`config.mk`:
```
export PLATFORM = sky130hd
export DESIGN_NAME = alu_unit
export DESIGN_NICKNAME = d
export VERILOG_FILES = /design/src/rtl/alu_pkg.sv /design/src/rtl/alu_mul_seq.sv /design/src/rtl/alu_unit.sv
export SDC_FILE = /design/constraint.sdc
export NUM_CORES = 1
export LEC_CHECK = 0
export CORE_ASPECT_RATIO = 0.8
export CORE_MARGIN = 8
export CORE_UTILIZATION = 60
export DETAILED_ROUTE_END_ITERATION = 16
export PLACE_DENSITY_LB_ADDON = 0.3
export SLEW_MARGIN = 0
export SYNTH_ARGS = -nofsm -noshare
export SYNTH_HDL_FRONTEND = slang
export SYNTH_SLANG_ARGS = --single-unit
```
`constraint.sdc`:
```
create_clock -name clk -period 11.05 [get_ports clk]
set_clock_uncertainty 0.2 [all_clocks]
set_input_delay 3.315 -clock clk [delete_from_list [all_inputs] [get_ports clk]]
set_output_delay 3.315 -clock clk [all_outputs]
set_load 0.05 [all_outputs]
```
`src/rtl/alu_pkg.sv`:
```
`default_nettype none
// +----------------------------------------------------------------------+
// | alu_pkg : op-code and FSM state types shared by the ALU slice        |
// | Revision: 1.0                                                        |
// +----------------------------------------------------------------------+
package alu_pkg;

  typedef enum logic [3:0] {
    OP_ADD = 4'd0,
    OP_SUB = 4'd1,
    OP_AND = 4'd2,
    OP_OR  = 4'd3,
    OP_XOR = 4'd4,
    OP_NOT = 4'd5,
    OP_SLL = 4'd6,
    OP_SRL = 4'd7,
    OP_MUL = 4'd8
  } alu_op_e;

  typedef enum logic [0:0] {
    IDLE    = 1'b0,
    MUL_RUN = 1'b1
  } alu_state_e;

endpackage
`default_nettype wire

```
`src/rtl/alu_mul_seq.sv`:
```
`default_nettype none
// +----------------------------------------------------------------------+
// | alu_mul_seq : iterative shift-add multiplier, WIDTH iterations       |
// | Revision: 1.0                                                        |
// +----------------------------------------------------------------------+
module alu_mul_seq #(
  parameter int WIDTH = 32
) (
  input  logic             clk,
  input  logic             rst_n,
  input  logic             start,
  input  logic [WIDTH-1:0] a,
  input  logic [WIDTH-1:0] b,
  output logic             done,
  output logic [WIDTH-1:0] product
);

  localparam int            CW     = $clog2(WIDTH);
  localparam logic [CW-1:0] C_LAST = CW'(WIDTH - 1);

  logic             r_busy;
  logic [CW-1:0]    r_cnt;
  logic [WIDTH-1:0] r_mcand;
  logic [WIDTH-1:0] r_mplr;
  logic [WIDTH-1:0] r_acc;
  logic [WIDTH-1:0] w_acc_next;

  assign w_acc_next = r_mplr[0] ? (r_acc + r_mcand) : r_acc;
  // Product is the accumulator after the final iteration, so it is valid on the done edge.
  assign done       = r_busy && (r_cnt == C_LAST);
  assign product    = w_acc_next;

  always_ff @(posedge clk or negedge rst_n) begin
    if (!rst_n) begin
      r_busy  <= 1'b0;
      r_cnt   <= '0;
      r_mcand <= '0;
      r_mplr  <= '0;
      r_acc   <= '0;
    end else if (start) begin
      r_busy  <= 1'b1;
      r_cnt   <= '0;
      r_mcand <= a;
      r_mplr  <= b;
      r_acc   <= '0;
    end else if (r_busy) begin
      r_acc   <= w_acc_next;
      r_mcand <= r_mcand << 1;
      r_mplr  <= r_mplr >> 1;
      r_cnt   <= r_cnt + 1'b1;
      if (done) begin
        r_busy <= 1'b0;
      end
    end
  end

endmodule
`default_nettype wire

```
`src/rtl/alu_unit.sv`:
```
`default_nettype none
// +----------------------------------------------------------------------+
// | alu_unit : handshaked ALU with registered result/flags, seq. MUL     |
// | Revision: 1.0                                                        |
// +----------------------------------------------------------------------+
module alu_unit
  import alu_pkg::*;
#(
  parameter int WIDTH = 32,
  parameter int SHW   = $clog2(WIDTH)
) (
  input  logic             clk,
  input  logic             rst_n,
  input  logic             in_valid,
  output logic             in_ready,
  input  logic [3:0]       op,
  input  logic [WIDTH-1:0] a,
  input  logic [WIDTH-1:0] b,
  output logic             out_valid,
  input  logic             out_ready,
  output logic [WIDTH-1:0] result,
  output logic             cout,
  output logic             ovf,
  output logic             zero,
  output logic             neg
);

  alu_state_e       r_state;
  alu_state_e       w_state_next;
  alu_op_e          w_op;
  logic             w_accept;
  logic             w_is_mul;
  logic             w_mul_done;
  logic [WIDTH-1:0] w_mul_product;
  logic             w_sub;
  logic [WIDTH-1:0] w_b_eff;
  logic [WIDTH:0]   w_sum;
  logic [WIDTH-1:0] w_res;
  logic             w_cout;
  logic             w_ovf;

  logic             r_valid;
  logic [WIDTH-1:0] r_result;
  logic             r_cout;
  logic             r_ovf;
  logic             r_zero;
  logic             r_neg;

  assign w_op     = alu_op_e'(op);
  assign w_is_mul = (w_op == OP_MUL);
  assign in_ready = (r_state == IDLE) && (!r_valid || out_ready);
  assign w_accept = in_valid && in_ready;

  alu_mul_seq #(.WIDTH(WIDTH)) u_mul (
    .clk     (clk),
    .rst_n   (rst_n),
    .start   (w_accept && w_is_mul),
    .a       (a),
    .b       (b),
    .done    (w_mul_done),
    .product (w_mul_product)
  );

  // SUB is a + ~b + 1, so the ADD overflow rule applies against the inverted operand.
  assign w_sub   = (w_op == OP_SUB);
  assign w_b_eff = w_sub ? ~b : b;
  assign w_sum   = {1'b0, a} + {1'b0, w_b_eff} + {{WIDTH{1'b0}}, w_sub};

  always_comb begin
    w_res  = '0;
    w_cout = 1'b0;
    w_ovf  = 1'b0;
    case (w_op)
      OP_ADD, OP_SUB: begin
        w_res  = w_sum[WIDTH-1:0];
        w_cout = w_sum[WIDTH];
        w_ovf  = (a[WIDTH-1] == w_b_eff[WIDTH-1]) && (w_sum[WIDTH-1] != a[WIDTH-1]);
      end
      OP_AND:  w_res = a & b;
      OP_OR:   w_res = a | b;
      OP_XOR:  w_res = a ^ b;
      OP_NOT:  w_res = ~a;
      OP_SLL:  w_res = a << b[SHW-1:0];
      OP_SRL:  w_res = a >> b[SHW-1:0];
      default: w_res = '0;
    endcase
  end

  always_ff @(posedge clk or negedge rst_n) begin
    if (!rst_n) begin
      r_state <= IDLE;
    end else begin
      r_state <= w_state_next;
    end
  end

  always_comb begin
    w_state_next = r_state;
    case (r_state)
      IDLE:    if (w_accept && w_is_mul) w_state_next = MUL_RUN;
      MUL_RUN: if (w_mul_done) w_state_next = IDLE;
      default: w_state_next = IDLE;
    endcase
  end

  always_ff @(posedge clk or negedge rst_n) begin
    if (!rst_n) begin
      r_valid  <= 1'b0;
      r_result <= '0;
      r_cout   <= 1'b0;
      r_ovf    <= 1'b0;
      r_zero   <= 1'b0;
      r_neg    <= 1'b0;
    end else if (w_accept && !w_is_mul) begin
      r_valid  <= 1'b1;
      r_result <= w_res;
      r_cout   <= w_cout;
      r_ovf    <= w_ovf;
      r_zero   <= (w_res == '0);
      r_neg    <= w_res[WIDTH-1];
    end else if (w_mul_done) begin
      r_valid  <= 1'b1;
      r_result <= w_mul_product;
      r_cout   <= 1'b0;
      r_ovf    <= 1'b0;
      r_zero   <= (w_mul_product == '0);
      r_neg    <= w_mul_product[WIDTH-1];
    end else if (out_ready) begin
      r_valid  <= 1'b0;
    end
  end

  assign out_valid = r_valid;
  assign result    = r_result;
  assign cout      = r_cout;
  assign ovf       = r_ovf;
  assign zero      = r_zero;
  assign neg       = r_neg;

endmodule
`default_nettype wire

```
# Word level (Yosys, flattened, before mapping)
# Cells that the tools add are included.
# W data, S select, Z words.
# totals
register_bits	140
out_inout_bits	38
word_cells	81
# op_classes
n_addsub	4
n_eq_ne	11
shifts	2
muxes	30
bitwise_logic	6
n_reduce_logical	16
# op_table
operator	count
$mux W32	10
$pmux W32 S7	1
$logic_not A32 Y1	2
$not A32 Y32	2
$add A32 B32 Y33	1
$add A33 B1 Y33	1
$add A32 B32 Y32	1
$and A32 B32 Y32	1
$or A32 B32 Y32	1
$shl A32 B5 Y32	1
$shr A32 B5 Y32	1
$xor A32 B32 Y32	1
$eq A4 B3 Y1 const B	4
$mux W1	16
$mux W5	2
$eq A4 B2 Y1 const B	2
$logic_and A1 B1 Y1	6
$add A5 B1 Y5 const B	1
$eq A5 B5 Y1 const B	1
$eq A4 B1 Y1 const B	1
$eq A4 B4 Y1 const B	1
$logic_not A4 Y1	1
$reduce_bool A2 Y1	2
$reduce_bool A3 Y1	1
7 further kinds	8

# Depth between registers and ports, before layout
# Gate-level depths: netlist of the first run.
# depth
ltp_word	8
ltp_mapped	18

# Modules after synthesis
# A second synthesis of the first run with hierarchy kept.
# hier_totals
hier_cells	2067
hier_area_um2	17105.2
# modules_own_cells
mod	instances	cells_per_inst	area_each_um2	seq_area_each_um2
alu_unit	1	1328	10418.7	925.9
alu_mul_seq	1	739	6686.4	2552.4

# Least setup slack after synthesis of the first run
# No wires, ideal clock.
# synth_path
path_type	input to register
from	input port op[3]
to	register r_zero (netlist: zero)
arrival_time_ps	7411
t_required_ps	10785
slack_ps	3375
cell_stages	17
path_cell_list	clkbuf_1 nor4b_1 clkbuf_1 buf_1 xnor2_1 ha_1 a21oi_1 a211oi_1 o31ai_1 a31oi_1 xor2_1 a2111oi_0 nand4_1 nor4_1 nand3_1 nor4_2 a211o_1
# synth_between
elab_chain_cells	7
# synth_lines
item	line_no	source
start: declaration	alu_unit.sv:16	input logic [3:0] op,
$eq A4 B1 Y1	alu_unit.sv:65, alu_unit.sv:73	
$mux W32	alu_unit.sv:66	assign w_b_eff = w_sub ? ~b : b;
$add A32 B32 Y33	alu_unit.sv:67	assign w_sum = {1'b0, a} + {1'b0, w_b_eff} + {{WIDTH{1'b0}}, w_sub};
$add A33 B1 Y33	alu_unit.sv:67	
$pmux W32 S7	alu_unit.sv:73	case (w_op)
$logic_not A32 Y1	alu_unit.sv:119	r_zero <= (w_res == '0);
$mux W1	alu_unit.sv:114	end else if (w_accept && !w_is_mul) begin
end signal: assignment	alu_unit.sv:119	
end signal: assignment	alu_unit.sv:126	r_zero <= (w_mul_product == '0);
end: declaration	alu_unit.sv:46	logic r_zero;
# Several ways; a longest one is shown, not always the timed one.
# A chain may end at the register's enable or synchronous reset.

# Final worst setup path of the first run
# layout_path
from	input port op[1]
to	register r_zero (netlist: zero)
# Same word-level chain as after synthesis.

==> qor.txt, run 1 <==
required time worst endpoint: 11.23 ns
Synth Flop Type: dfrtp_1
Die ar.: 33400 um2
CTS max path bufs: 2
first-pass GRT wire length: 104 mm
startpoint types: input port
Final Hold Viols: 0
share of cells above drive strength 1: 7.21%
met1 usage: 54.7%
number of synthesized register bits: 139
GR Util met3: 14.2%
met2 GRT Util: 59.7%
Horiz. Die Dim: 202 um
global route overflow: 0
DP HPWL: 52.7 mm
mean area per synthesized cell: 8.13 um2
busiest grt layer: met2
cell area after synthesis: 16600 um2
vias: 17895
arrival time at the worst endpoint: 8.81 ns
dpl ws: 2.22 ns
root buffer cell: clkbuf_16
initial antenna violation count: 5
PortBufs: 109
setup TNS: 0 ns
Pleak: 7.76 nW
post-route antenna net violation count: 0
final period utilization: 78.1%
TritonCTS clock tree: done
Slew @ Worst Pin: 1.26 ns
Final WS setup: 2.42 ns
Die Y: 165 um
Starting Density: 61.0%
Pwr Density: 225 nW/um2
vias in the first global route: 16638
outcome: finished, final reports clean
final net count: 2264
Num CTS Buffers: 17
largest net degree at the start of global routing: 96
hold crit path type: flip-flop to flip-flop
RSZ-0062 raised after global routing: false
yosys warns: 0
gpl congestion: 1.10
Top Ports: 110
total wire length: 70.0 mm
# setup viols final: 0
Layout area overhead: 10.3%
Gate Count Post-Synth: 2048
post-cts sizing count: 0
H-tree depth: 4
Post-synth EDFFs: 0
wire per inst: 28.8 um
drt via density: 7.36
max_cap viols: 0
register area share after synthesis: 20.9%
syn_nets: 2259
cell row count: 54
worst hold slack: 0.303 ns
Max VDD drop: 262 uV
critical path endpoint category: flip-flop
worst-path fanout max: 33
TritonCTS Sinks: 139
maximum clock rate: 0.116 GHz
total power: 0.00414 W
Slew Limit Headroom: 14.8%
Netlist cell types: 87
Pre-antenna DRT Iters: 6
Post-synth ARST share: 100%
Filler Cell Count: 2210
Worst-path clk slew: 0.07 ns
Final min period: 8.63 ns
drt initial violations: 2701
# DRC: 0
Worst-Skew Late Latency: 0.45 ns
Total GRT Usage: 40.6%
Crit Path Category: input port to flip-flop
Util after Layout: 67.3%
Max Slew Vio Count: 0
core area: 27300 um2
Post-CTS Hold Buffers: 0
Post-CTS Setup Bufs: 0
## cell usage after synthesis, drive strengths merged (20+ instances only)
library cell | n | area share [%]
clkbuf | 104 | 2.3
dfrtp | 139 | 21
mux2 | 21 | 1.4
xnor2 | 46 | 2.4
o21ai | 171 | 5.1
ha | 137 | 10
mux2i | 138 | 8.3
nor3 | 36 | 1.1
mux4 | 43 | 6.0
nor2b | 22 | 0.83
inv | 76 | 1.7
buf | 48 | 1.9
nand4 | 29 | 1.1
o211ai | 41 | 1.8
a221oi | 20 | 1.1
a211oi | 61 | 2.8
nor2 | 145 | 3.3
a21o | 27 | 1.2
nand3 | 35 | 1.1
o22ai | 24 | 0.90
nand2 | 245 | 5.5
a21oi | 123 | 3.7
## worst max-delay path: stages
cell and delay, ns:
clkdlybuf4s50_1 0.39, buf_4 0.23, nor4b_2 0.30, buf_4 0.53, xnor2_1 0.24, inv_1 0.11
fa_1 0.40, nand3b_1 0.26, a211oi_1 0.30, o31ai_1 0.11, buf_4 0.18, a31oi_1 0.20
xor2_1 0.10, a2111oi_0 0.61, nand4_1 0.26, nor4_1 0.62, nand3_1 0.18, nor4_2 0.27
a211o_1 0.16
## flip-flops by register name, summed over array words and instances, names as in the netlist
signal and count:
u_mul.r_cnt 5, cout 1, ovf 1, result 32, u_mul.r_busy 1, u_mul.r_mplr 32, out_valid 1, u_mul.r_acc 32
u_mul.r_mcand 32, zero 1, r_state 1
## area by class of cell
type                       instances  area, um2  area share (%)
timing repair buffer             138       1300            7.06
inverter                          78        293            1.59
clock buffer                      17        425            2.32
sequential                       139       3480            19.0
tap                              364        455            2.48
antenna                            2       5.00          0.0272
clock inverter                    15        196            1.07
multi-input combinational       1679      12200            66.5
## stage by stage
step                      area, um2  instances
final                         18400       2432
after global routing          18400       2430
after CTS                     18400       2430
after detailed placement      17700       2398
after global placement        17700       2398
after floorplan               16600       2048
## layout by cell type (no fill, tap or decap), types with 41 or more instances in the layout
| master | count |
|---|---|
| ha_1 | 137 |
| dfrtp_1 | 137 |
| nor2_1 | 145 |
| clkdlybuf4s50_1 | 105 |
| nand2_1 | 245 |
| xnor2_1 | 46 |
| inv_1 | 75 |
| a211oi_1 | 61 |
| a21oi_1 | 123 |
| mux2i_1 | 138 |
| o21ai_0 | 170 |
| o211ai_1 | 41 |
## per-layer routing
layer | share of wire [%] | wire length, um | vias up
met1 | 39 | 27400 | 8567
met4 | 4.2 | 2970 | 6
li1 | - | - | 7665
met2 | 41 | 28800 | 1399
met3 | 15 | 10700 | 258
met5 | 0.21 | 145 | -
## worst paths after layout
kind                                start           endpoint  slack, ns  depth (start not counted)
setup / recovery                    op[1]               zero       2.42                         19
hold / removal                        ovf                ovf       0.30                          1
setup reg to reg           u_mul.r_acc[0]               zero       5.80                         13
hold reg to reg                       ovf                ovf       0.30                          1
max in group asynchronous           rst_n       u_mul.r_busy       6.40                          2
min in group asynchronous           rst_n  u_mul.r_mcand[24]       2.70                          1
## logic make-up after synthesis
logic type | synth area share [%]
mux | 15.7
flops | 20.9
xor+xnor | 3.42
buf+inv | 6.00
simple gates | 18.7
compound gates | 24.8
fa+ha+maj | 10.5
## report_power, final
group | switching (W) | total, W | internal (W)
combinational | 0.00158 | 0.00254 | 0.000959
clock | 0.000277 | 0.000624 | 0.000347
sequential | 0.000236 | 0.000974 | 0.000737
Note: power is estimated with default switching activity, not from simulation.
==> run 2, diff against run 1 <==
==> constraint.sdc (replaced) <==
create_clock -name clk -period 8.9 [get_ports clk]
set_clock_uncertainty 0.2 [all_clocks]
set_input_delay 2.67 -clock clk [delete_from_list [all_inputs] [get_ports clk]]
set_output_delay 2.67 -clock clk [all_outputs]
set_load 0.05 [all_outputs]
==> qor.txt, run 2 (same netlist as run 1, synthesis figures left out) <==
hold crit path type: flip-flop to flip-flop
final period utilization: 88.6%
most common cell after layout, fill and taps aside: nand2_1
post-route antenna net violation count: 0 (unchanged)
startpoint types: input port
Max VDD drop: 463 uV (+76%)
global route overflow: 0 (unchanged)
required time worst endpoint: 9.07 ns (-2.16 ns)
sw power: 0.00260 W (+24%)
wire per inst: 29.0 um (+0.65%)
Net Sw Frac: 51.1% (+0.41 points)
# DRC: 0 (unchanged)
Horiz. Die Dim: 202 um (unchanged)
antenna cells: 0 (-2)
max_cap viols: 0 (unchanged)
Post-CTS Setup Bufs: 0 (unchanged)
Die Y: 165 um (unchanged)
drt initial violations: 2955 (+9.4%)
initial antenna violation count: 2 (-3)
most frequent cells in the layout: nand2_1 (245), o21ai_0 (170), nor2_1 (145)
Final Hold Viols: 0 (unchanged)
vias in the first global route: 16546 (-0.55%)
R2R cell count: 13 (unchanged)
Filler Cell Count: 2226 (+0.72%)
arrival time at the worst endpoint: 8.06 ns (-0.75 ns)
share of cells above drive strength 1: 7.74% (+0.53 points)
Starting Density: 61.0% (unchanged)
Pwr Density: 276 nW/um2 (+23%)
Util after Layout: 67.5% (+0.14 points)
PortBufs: 109 (unchanged)
vias: 18117 (+1.2%)
Num CTS Buffers: 17 (unchanged)
dpl ws: 0.929 ns (-1.29 ns)
hold path cells: 1 (unchanged)
Pleak: 7.79 nW (+0.39%)
critical path endpoint category: flip-flop
CTS max path bufs: 2 (unchanged)
first-pass GRT wire length: 104 mm (+0.22%)
Top Ports: 110 (unchanged)
final net count: 2277 (+0.57%)
Logic pwr share: 62.1% (+0.7 points)
post-cts sizing count: 0 (unchanged)
Final min period: 7.89 ns
Worst-path clk slew: 0.06 ns (about the same)
Final WS setup: 1.01 ns (-1.41 ns)
cell row count: 54 (unchanged)
TritonCTS clock tree: done
total wire length: 70.8 mm (+1.1%)
sequential power share: 24.1% (+0.6 points)
maximum clock rate: 0.127 GHz
register area: 3480 um2 (unchanged)
Worst-Skew Late Latency: 0.46 ns (about the same)
internal power: 0.00249 W (+22%)
worst-path fanout max: 24 (-27%)
RSZ-0062 raised after global routing: false
Post-CTS Hold Buffers: 0 (unchanged)
Layout area overhead: 10.6%
H-tree depth: 4 (unchanged)
largest net degree at the start of global routing: 102 (+6.3%)
# setup viols final: 0 (unchanged)
core area: 27300 um2 (unchanged)
Multi-input gate area: 12200 um2 (about the same)
Max Slew Vio Count: 0 (unchanged)
clock group share of total power: 13.8% (-1.3 points)
Die ar.: 33400 um2 (unchanged)
Slew Limit Headroom: 24.9% (+10 points)
outcome: finished, final reports clean
root buffer cell: clkbuf_16
Crit Path Category: input port to flip-flop
setup TNS: 0 ns (unchanged)
TritonCTS Sinks: 139 (unchanged)
Pre-antenna DRT Iters: 8 (+2)
gpl congestion: 1.08 (-1.7%)
Total GRT Usage: 40.6% (about the same)
DP HPWL: 53.4 mm (+1.2%)
drt via density: 7.42 (+0.78%)
Slew @ Worst Pin: 1.12 ns (-0.137 ns)
run 2: path summary, 6_finish.rpt:
check	slack, ns	startpoint	endpoint
hold / removal	0.32	ovf	ovf
setup / recovery	1.01	op[0]	zero
hold reg to reg	0.32	ovf	ovf
min in group asynchronous	2.11	rst_n	u_mul.r_mcand[29]
max in group asynchronous	5.07	rst_n	u_mul.r_mplr[0]
setup reg to reg	3.83	u_mul.r_acc[0]	zero
run 2: layout make-up:
| cell class | count | share of cell area [%] |
|---|---|---|
| inverters | 78 | 1.59 |
| clock buffers | 20 | 2.48 |
| clock inverters | 12 | 0.584 |
| flip-flops and latches | 139 | 18.9 |
| repair buffers | 151 | 7.65 |
| multi-input cells | 1679 | 66.3 |
| well taps | 364 | 2.47 |
run 2: metal layers:
metal  routed length, um  global-route usage [%]
met1               28200                    55.3
met2               28900                    58.3
met3               10400                    14.0
met4                3270                    16.0
met5                 104                    1.63
run 2: critical path: stages:
cell	delay, ns
buf_2	0.44
nor4b_2	0.44
buf_4	0.32
xnor2_1	0.18
ha_1	0.29
a21oi_1	0.27
a211oi_1	0.15
o31ai_1	0.93
a31oi_1	0.24
xor2_1	0.20
a2111oi_0	0.40
buf_4	0.18
nand4_1	0.09
nor4_1	0.53
nand3_1	0.21
nor4_2	0.32
a211o_1	0.17
run 2: power by group through the flow:
stage | sequential, W | clock (W) | combinational [W]
2_1_floorplan | 0.00129 | 0 | 0.00205
3_3_place_gp | 0.00120 | 0 | 0.00292
5_1_grt | 0.00125 | 0.000722 | 0.00337
3_5_place_dp | 0.00122 | 0 | 0.00303
4_1_cts | 0.00121 | 0.000700 | 0.00305
6_report | 0.00123 | 0.000705 | 0.00316
run 2: through the flow:
step,hold slack (ns),instances,power [W],instance area [um2]
finish,0.324,2443,0.00509,18400
global route,0.345,2443,0.00534,18400
CTS,0.324,2443,0.00496,18400
detailed placement,0.311,2411,0.00424,17800
global placement,0.296,2411,0.00411,17800
floorplan,0.269,2048,0.00334,16600
==> run 3, diff against run 2 <==
--- a/config.mk
+++ b/config.mk
@@ -7,7 +7,7 @@
 export LEC_CHECK = 0
 export CORE_ASPECT_RATIO = 0.8
 export CORE_MARGIN = 8
-export CORE_UTILIZATION = 60
+export CORE_UTILIZATION = 62
 export DETAILED_ROUTE_END_ITERATION = 16
 export PLACE_DENSITY_LB_ADDON = 0.3
 export SLEW_MARGIN = 0
==> qor.txt, run 3 (same netlist as run 1, synthesis figures left out) <==
H-tree depth: 4 (unchanged)
reg-to-reg slack, setup: 3.80 ns (-0.03 ns)
Slew @ Worst Pin: 1.13 ns (+0.0116 ns)
Final min period: 7.40 ns (-0.485 ns)
drt via density: 7.42 (about the same)
Final Hold Viols: 0 (unchanged)
min-delay src: ovf
hold path cells: 1 (unchanged)
global route overflow: 0 (unchanged)
Post-CTS Hold Buffers: 0 (unchanged)
Crit Path Category: input port to flip-flop
DP HPWL: 52.7 mm (-1.3%)
initial antenna violation count: 4 (+2)
Die Y: 163 um (-1.5%)
TritonCTS clock tree: done
Worst-path clk slew: 0.07 ns (about the same)
outcome: finished, final reports clean
wire per inst: 28.7 um (-0.85%)
final net count: 2272 (-0.22%)
max_cap viols: 0 (unchanged)
Post-CTS Setup Bufs: 0 (unchanged)
share of cells above drive strength 1: 7.62% (-0.13 points)
R2R cell count: 13 (unchanged)
root buffer cell: clkbuf_16
setup TNS: 0 ns (unchanged)
drt initial violations: 2880 (-2.5%)
Starting Density: 63.2% (+2.2 points)
vias: 18069 (-0.26%)
# DRC: 0 (unchanged)
# setup viols final: 0 (unchanged)
gpl congestion: 1.10 (+1.6%)
Pwr Density: 281 nW/um2 (+1.5%)
Filler Cell Count: 2072 (-6.9%)
hold crit path type: flip-flop to flip-flop
Pleak: 7.80 nW (about the same)
total wire length: 70.0 mm (-1.2%)
required time worst endpoint: 9.08 ns (about the same)
reg2reg end: zero
TritonCTS Sinks: 139 (unchanged)
largest net degree at the start of global routing: 94 (-7.8%)
Worst-Skew Late Latency: 0.44 ns (-0.02 ns)
reg2reg start: u_mul.r_acc[0]
first-pass GRT wire length: 104 mm (-0.65%)
Horiz. Die Dim: 199 um (-1.5%)
arrival time at the worst endpoint: 7.58 ns (-0.48 ns)
Max Slew Vio Count: 0 (unchanged)
most frequent cells in the layout: nand2_1 (245), o21ai_0 (170), nor2_1 (145)
worst-path fanout max: 33 (+38%)
core area: 26300 um2 (-3.6%)
final period utilization: 83.2% (-5.4 points)
CTS max path bufs: 2 (unchanged)
startpoint types: input port
Die ar.: 32400 um2 (-2.9%)
Layout area overhead: 10.8%
RSZ-0062 raised after global routing: false
post-route antenna net violation count: 0 (unchanged)
PortBufs: 109 (unchanged)
Slew Limit Headroom: 23.3% (-1.6 points)
Pre-antenna DRT Iters: 8 (unchanged)
Num CTS Buffers: 17 (unchanged)
maximum clock rate: 0.135 GHz (+6.6%)
total power: 0.00517 W (+1.7%)
cell row count: 53 (-1.9%)
Total GRT Usage: 42.0% (+1.4 points)
critical path endpoint category: flip-flop
most common cell after layout, fill and taps aside: nand2_1
post-cts sizing count: 0 (unchanged)
vias in the first global route: 16711 (+1.0%)
Max VDD drop: 330 uV (-29%)
Top Ports: 110 (unchanged)
hold worst-path end: ovf
## run 3: area by class of cell
| cell class | count | area (um2) | area share (%) |
|---|---|---|---|
| Timing Repair Buffer | 146 | 1370 | 7.40 |
| Antenna cell | 4 | 10.0 | 0.0543 |
| Sequential cell | 139 | 3480 | 18.9 |
| Tap cell | 357 | 447 | 2.42 |
| Clock inverter | 15 | 203 | 1.10 |
| Multi-Input combinational cell | 1679 | 12200 | 66.2 |
| Inverter | 78 | 293 | 1.59 |
| Clock buffer | 17 | 425 | 2.31 |
## run 3: layer usage
layer	part of all wire [%]	GRT usage [%]	vias up
met5	0.25	3.24	-
met4	5.1	18.8	8
met3	17	18.7	285
met2	41	59.0	1474
met1	38	54.5	8585
li1	-	-	7717
## run 3: critical path, stage by stage
cell	delay, ns
clkdlybuf4s50_1	0.44
nor4b_2	0.28
buf_4	0.53
xnor2_1	0.22
inv_1	0.08
fa_1	0.40
nand3b_1	0.24
a211oi_1	0.26
o31ai_1	0.11
buf_4	0.18
a31oi_1	0.21
xor2_1	0.09
a2111oi_0	0.43
buf_4	0.19
nand4_1	0.12
nor4_1	0.48
nand3_1	0.17
nor4_2	0.28
a211o_1	0.16
## run 3: power breakdown
group / switching, W / leakage (nW) / internal, W
clock network: 0.000340 / 0.304 / 0.000430
registers: 0.000294 / 1.72 / 0.000915
logic: 0.00200 / 5.78 / 0.00119
total: 0.00264 / 7.80 / 0.00254
## run 3: how the worst max path moves through the flow
stage / from / end / slack, ns
finish: op[1] / zero / 1.50
global route: op[1] / result[31] / 1.24
CTS: op[1] / zero / 1.62
detailed placement: op[1] / zero / 1.16
global placement: op[1] / zero / 1.22
floorplan: op[3] / zero / 1.87
## run 3: through the flow
step           std cells  hold WS [ns]  cell area, um2  worst slack (ns)  utilization [%]
2_1_floorplan       2048         0.269           16600              1.87                -
3_3_place_gp        2399         0.284           17800              1.22             67.6
3_5_place_dp        2399         0.293           17800              1.16             67.6
4_1_cts             2431         0.309           18400              1.62             70.0
5_1_grt             2432         0.332           18400              1.24             70.0
6_report            2435         0.305           18400              1.50             70.1
==> RTL change 1 (settings of run 2) <==
`WIDTH` is set to 32 in 2 places; all go to 16.
--- a/src/rtl/alu_mul_seq.sv
+++ b/src/rtl/alu_mul_seq.sv
@@ -6,3 +6,3 @@
 module alu_mul_seq #(
-  parameter int WIDTH = 32
+  parameter int WIDTH = 16
 ) (
--- a/src/rtl/alu_unit.sv
+++ b/src/rtl/alu_unit.sv
@@ -8,3 +8,3 @@
 #(
-  parameter int WIDTH = 32,
+  parameter int WIDTH = 16,
   parameter int SHW   = $clog2(WIDTH)
Ports: changed (resized a, b and result); port bits go from 110 to 62. No check against the original RTL was run, so the function may have changed too.
==> RTL change 1 against run 2 <==
Final cell count shrank 54%; worst hold slack gained 0.0098 ns; total power shrank 53%; die area shrank 49%; sequential share of layout area grew 1.9 points; setup slack gained 0.64 ns; cell area shrank 52%; area after synthesis shrank 53%; sequential cell count shrank 65; synthesized cell count shrank 55%; wire length shrank 63%; critical path type is now in2out; highest routed layer unchanged.
==> RTL change 1: results (changes against run 2) <==
ys_types: 80  # was 87
antenna_found_initial: 2  # unchanged
grt_first_pass_wirelength_um: 40700  # was 104000 um
port_buffers: 61  # was 109
reg2reg_depth: 10  # was 13
grt_use_met1_pct: 43.8  # was 55.3%
drt_iter0_drc: 957  # was 2955
netSwitchingPower_mw: 1.08  # was 2.60 mW
cts_buffers: 9  # was 17
wire_per_inst_um: 23.2  # was 29.0 um
comb_cell_power_mw: 1.35  # was 3.16 mW
layout-drive-gt1-share_pct: 7.62  # was 7.74%
r2r-end: "result[15]"  # was zero
layout.nets: 1062  # was 2277
hold_ws_ns: 0.334  # was 0.324 ns
hold_path_end: "cout"  # was ovf
synth_top_area_share_pct: 23.5  # was 20.9%
worstMarginPinSlew_ns: 1.02  # was 1.12 ns
outcome: "finished clean"  # unchanged
place_area_mm2: 0.00855  # was 0.0178 mm^2
met2_usage_pct: 41.4  # was 58.3%
r2r_setup_slack_ns: 5.54  # was 3.83 ns
power_mw: 2.37  # was 5.09 mW
max-vdd-ir-drop_uv: 276  # was 463 uV
worstPathMaxFanout: 4  # was 24
clkPwrFrac_pct: 17.6  # was 13.8%
leakage_nw: 3.82  # was 7.79 nW
worstReg2RegStart: "u_mul.r_mcand[3]"  # was u_mul.r_acc[0]
pre_cts_ws_ns: 1.63  # was 0.929 ns
path_delay_family: "buffers and inverters"  # was compound AO/OA/AOI/OAI gates
met1Wirelength_um: 11300  # was 28200 um
multi_input_comb_area_mm2: 0.00563  # was 0.0122 mm^2
fill_cells: 1085  # was 2226
cp_slowest_stage_delay_ns: 0.87  # was 0.93 ns
grt_max_degree: 75  # was 102
grt_usage_pct: 30.5  # was 40.6%
layout_min_cycle_time_ns: 7.25  # was 7.89 ns
firstDrtPassIters: 8  # unchanged
grtUsageMet3_pct: 11.9  # was 14.0%
clock-root-buffer: "clkbuf_16"  # unchanged
wl_met3_um: 3810  # was 10400 um
wirelength_um: 26300  # was 70800 um
grt_pass1_vias: 7253  # was 16.5k
yosys-top-cells-area: "dfrtp_1, ha_1, mux2i_1"  # unchanged
yosysSeqAreaShare_pct: 23.5  # was 20.9%
hold_start: "cout"  # was ovf
hold_path_depth: 2  # was 1
dp_hpwl_um: 19700  # was 53400 um
place_congestion: 1.08  # about the same
vias_per_cell: 6.80  # was 7.42
[RTL change 1: cells by family (layout without fill, tap and decap cells)]
group,Yosys count,in the layout,share of synthesized area [%]
AO/OA/AOI/OAI,262,262,22.1
buffers and inverters,102,132,5.39
adder cells (fa/ha/maj),69,69,11.1
multiplexers,98,98,15.5
flip-flops,74,74,23.5
XOR/XNOR,33,33,3.66
AND/OR/NAND/NOR,290,290,18.8
[RTL change 1: final cells by class]
class | instances | share of cell area [%]
clock inverters | 6 | 1.29
flip-flops and latches | 74 | 20.8
clock buffers | 10 | 2.57
well taps | 175 | 2.46
repair buffers | 73 | 7.79
multi-input cells | 752 | 63.2
inverters | 43 | 1.81
[RTL change 1: worst max-delay path by stage]
stage               depth (start not counted)       from        to
floorplan                                   2  out_ready  in_ready
global placement                            4  out_ready  in_ready
detailed placement                          4  out_ready  in_ready
CTS                                         4  out_ready  in_ready
global route                                4  out_ready  in_ready
finish                                      4  out_ready  in_ready
==> RTL change 2 (settings of run 2) <==
Made on the original files. Remove the case item `OP_SRL` of the case on `w_op`.
--- a/src/rtl/alu_unit.sv
+++ b/src/rtl/alu_unit.sv
@@ -83,3 +83,2 @@
       OP_SLL:  w_res = a << b[SHW-1:0];
-      OP_SRL:  w_res = a >> b[SHW-1:0];
       default: w_res = '0;
Check against the original RTL: not equivalent (a bounded check fails within 4 cycles, from zero or initial values and one cycle with rst_n low).
==> RTL change 2 against run 2 <==
Total power decreased by 6.5%; sequential share of layout area increased by 2.8 points; area after synthesis decreased by 15%; sequential cell count unchanged; setup slack improved by 0.72 ns; final cell count decreased by 13%; cell area decreased by 13%; wire length decreased by 29%; register-to-register slack improved by 0.94 ns; largest power group unchanged.
==> RTL change 2: results (changes against run 2) <==
outcome: "finished clean"  # unchanged
met1Wirelength_um: 21900  # was 28200 um
reg2reg_depth: 12  # was 13
insertion_delay_ns: 0.43  # was 0.46 ns
dr_wl_met2_um: 22400  # was 28900 um
place_congestion: 1.04  # was 1.08
max-vdd-ir-drop_uv: 251  # was 463 uV
wirelength_um: 50500  # was 70800 um
layout.nets: 2014  # was 2277
grt_pass1_vias: 13300  # was 16.5k
ys_types: 79  # was 87
critPathArrivalTime_ns: 4.29  # was 8.06 ns
yosys-top-cells-area: "dfrtp_1, ha_1, mux2i_1"  # unchanged
worstPathMaxFanout: 4  # was 24
dpl.cell_count: 2096  # was 2411
grt_max_degree: 78  # was 102
path_delay_family: "buffers and inverters"  # was compound AO/OA/AOI/OAI gates
layout-drive-gt1-share_pct: 5.73  # was 7.74%
vias_per_cell: 6.68  # was 7.42
grt_first_pass_wirelength_um: 77800  # was 104000 um
grtUsageMet3_pct: 6.83  # was 14.0%
maxSlewHeadroom_pct: 18.1  # was 24.9%
hold_path_depth: 2  # was 1
synth_cells: 1760  # was 2048
met2_usage_pct: 52.3  # was 58.3%
grt_use_met1_pct: 46.9  # was 55.3%
yosysSeqAreaShare_pct: 24.4  # was 20.9%
firstDrtPassIters: 6  # was 8
antenna_found_initial: 0  # was 2
wl_met3_um: 4660  # was 10400 um
synthTopCellsByCount: "nand2_1, o21ai_0, dfrtp_1"  # was nand2_1, o21ai_0, nor2_1
highest_layer: "met4"  # was met5
wire_per_inst_um: 23.8  # was 29.0 um
leakage_nw: 6.94  # was 7.79 nW
[RTL change 2: kinds of logic (layout without fill, tap and decap cells)]
family / after synthesis / count (layout) / synth area share, %
AO/OA/AOI/OAI: 545 / 545 / 24.5
flip-flops: 139 / 139 / 24.4
XOR/XNOR: 80 / 80 / 4.92
AND/OR/NAND/NOR: 516 / 516 / 16.9
multiplexers: 152 / 152 / 11.7
adder cells (fa/ha/maj): 139 / 139 / 12.3
buffers and inverters: 189 / 244 / 5.18
[RTL change 2: worst reg2reg max path, delay by kind of cell, from the launching register on]
family / cells / cell delay [ns]
flip-flops: 1 / 0.40
AO/OA/AOI/OAI: 5 / 1.55
adder cells (fa/ha/maj): 1 / 0.38
XOR/XNOR: 1 / 0.13
AND/OR/NAND/NOR: 4 / 1.10
multiplexers: 1 / 0.31
[RTL change 2: through the flow]
step,worst slack (ns),cell area [um^2]
finish,1.74,16000
global placement,1.64,15500
detailed placement,1.57,15500
floorplan,2.34,14200
global route,1.62,16000
CTS,1.75,16000
[RTL change 2: report_power, final]
group          switching [mW]  total (mW)  internal [mW]
Clock                   0.293       0.661          0.368
Combinational            1.80        2.92           1.12
Sequential              0.261        1.17          0.911
Total                    2.36        4.76           2.40
[RTL change 2: cell type report]
type	count	area (um^2)
clock inverter	11	75.1
sequential	139	3480
fill	1930	7320
inverter	80	300
timing repair buffer	133	1260
multi-input combinational	1432	10000
tap	312	390
clock buffer	20	457
[RTL change 2: worst paths after layout]
kind                             startpoint                 to  slack, ns
setup / recovery                  out_ready           in_ready       1.74
hold / removal                         cout               cout       0.31
setup reg to reg           u_mul.r_mcand[2]               zero       4.77
hold reg to reg                        cout               cout       0.31
max in group asynchronous             rst_n    u_mul.r_mplr[4]       5.08
min in group asynchronous             rst_n  u_mul.r_mcand[24]       2.06
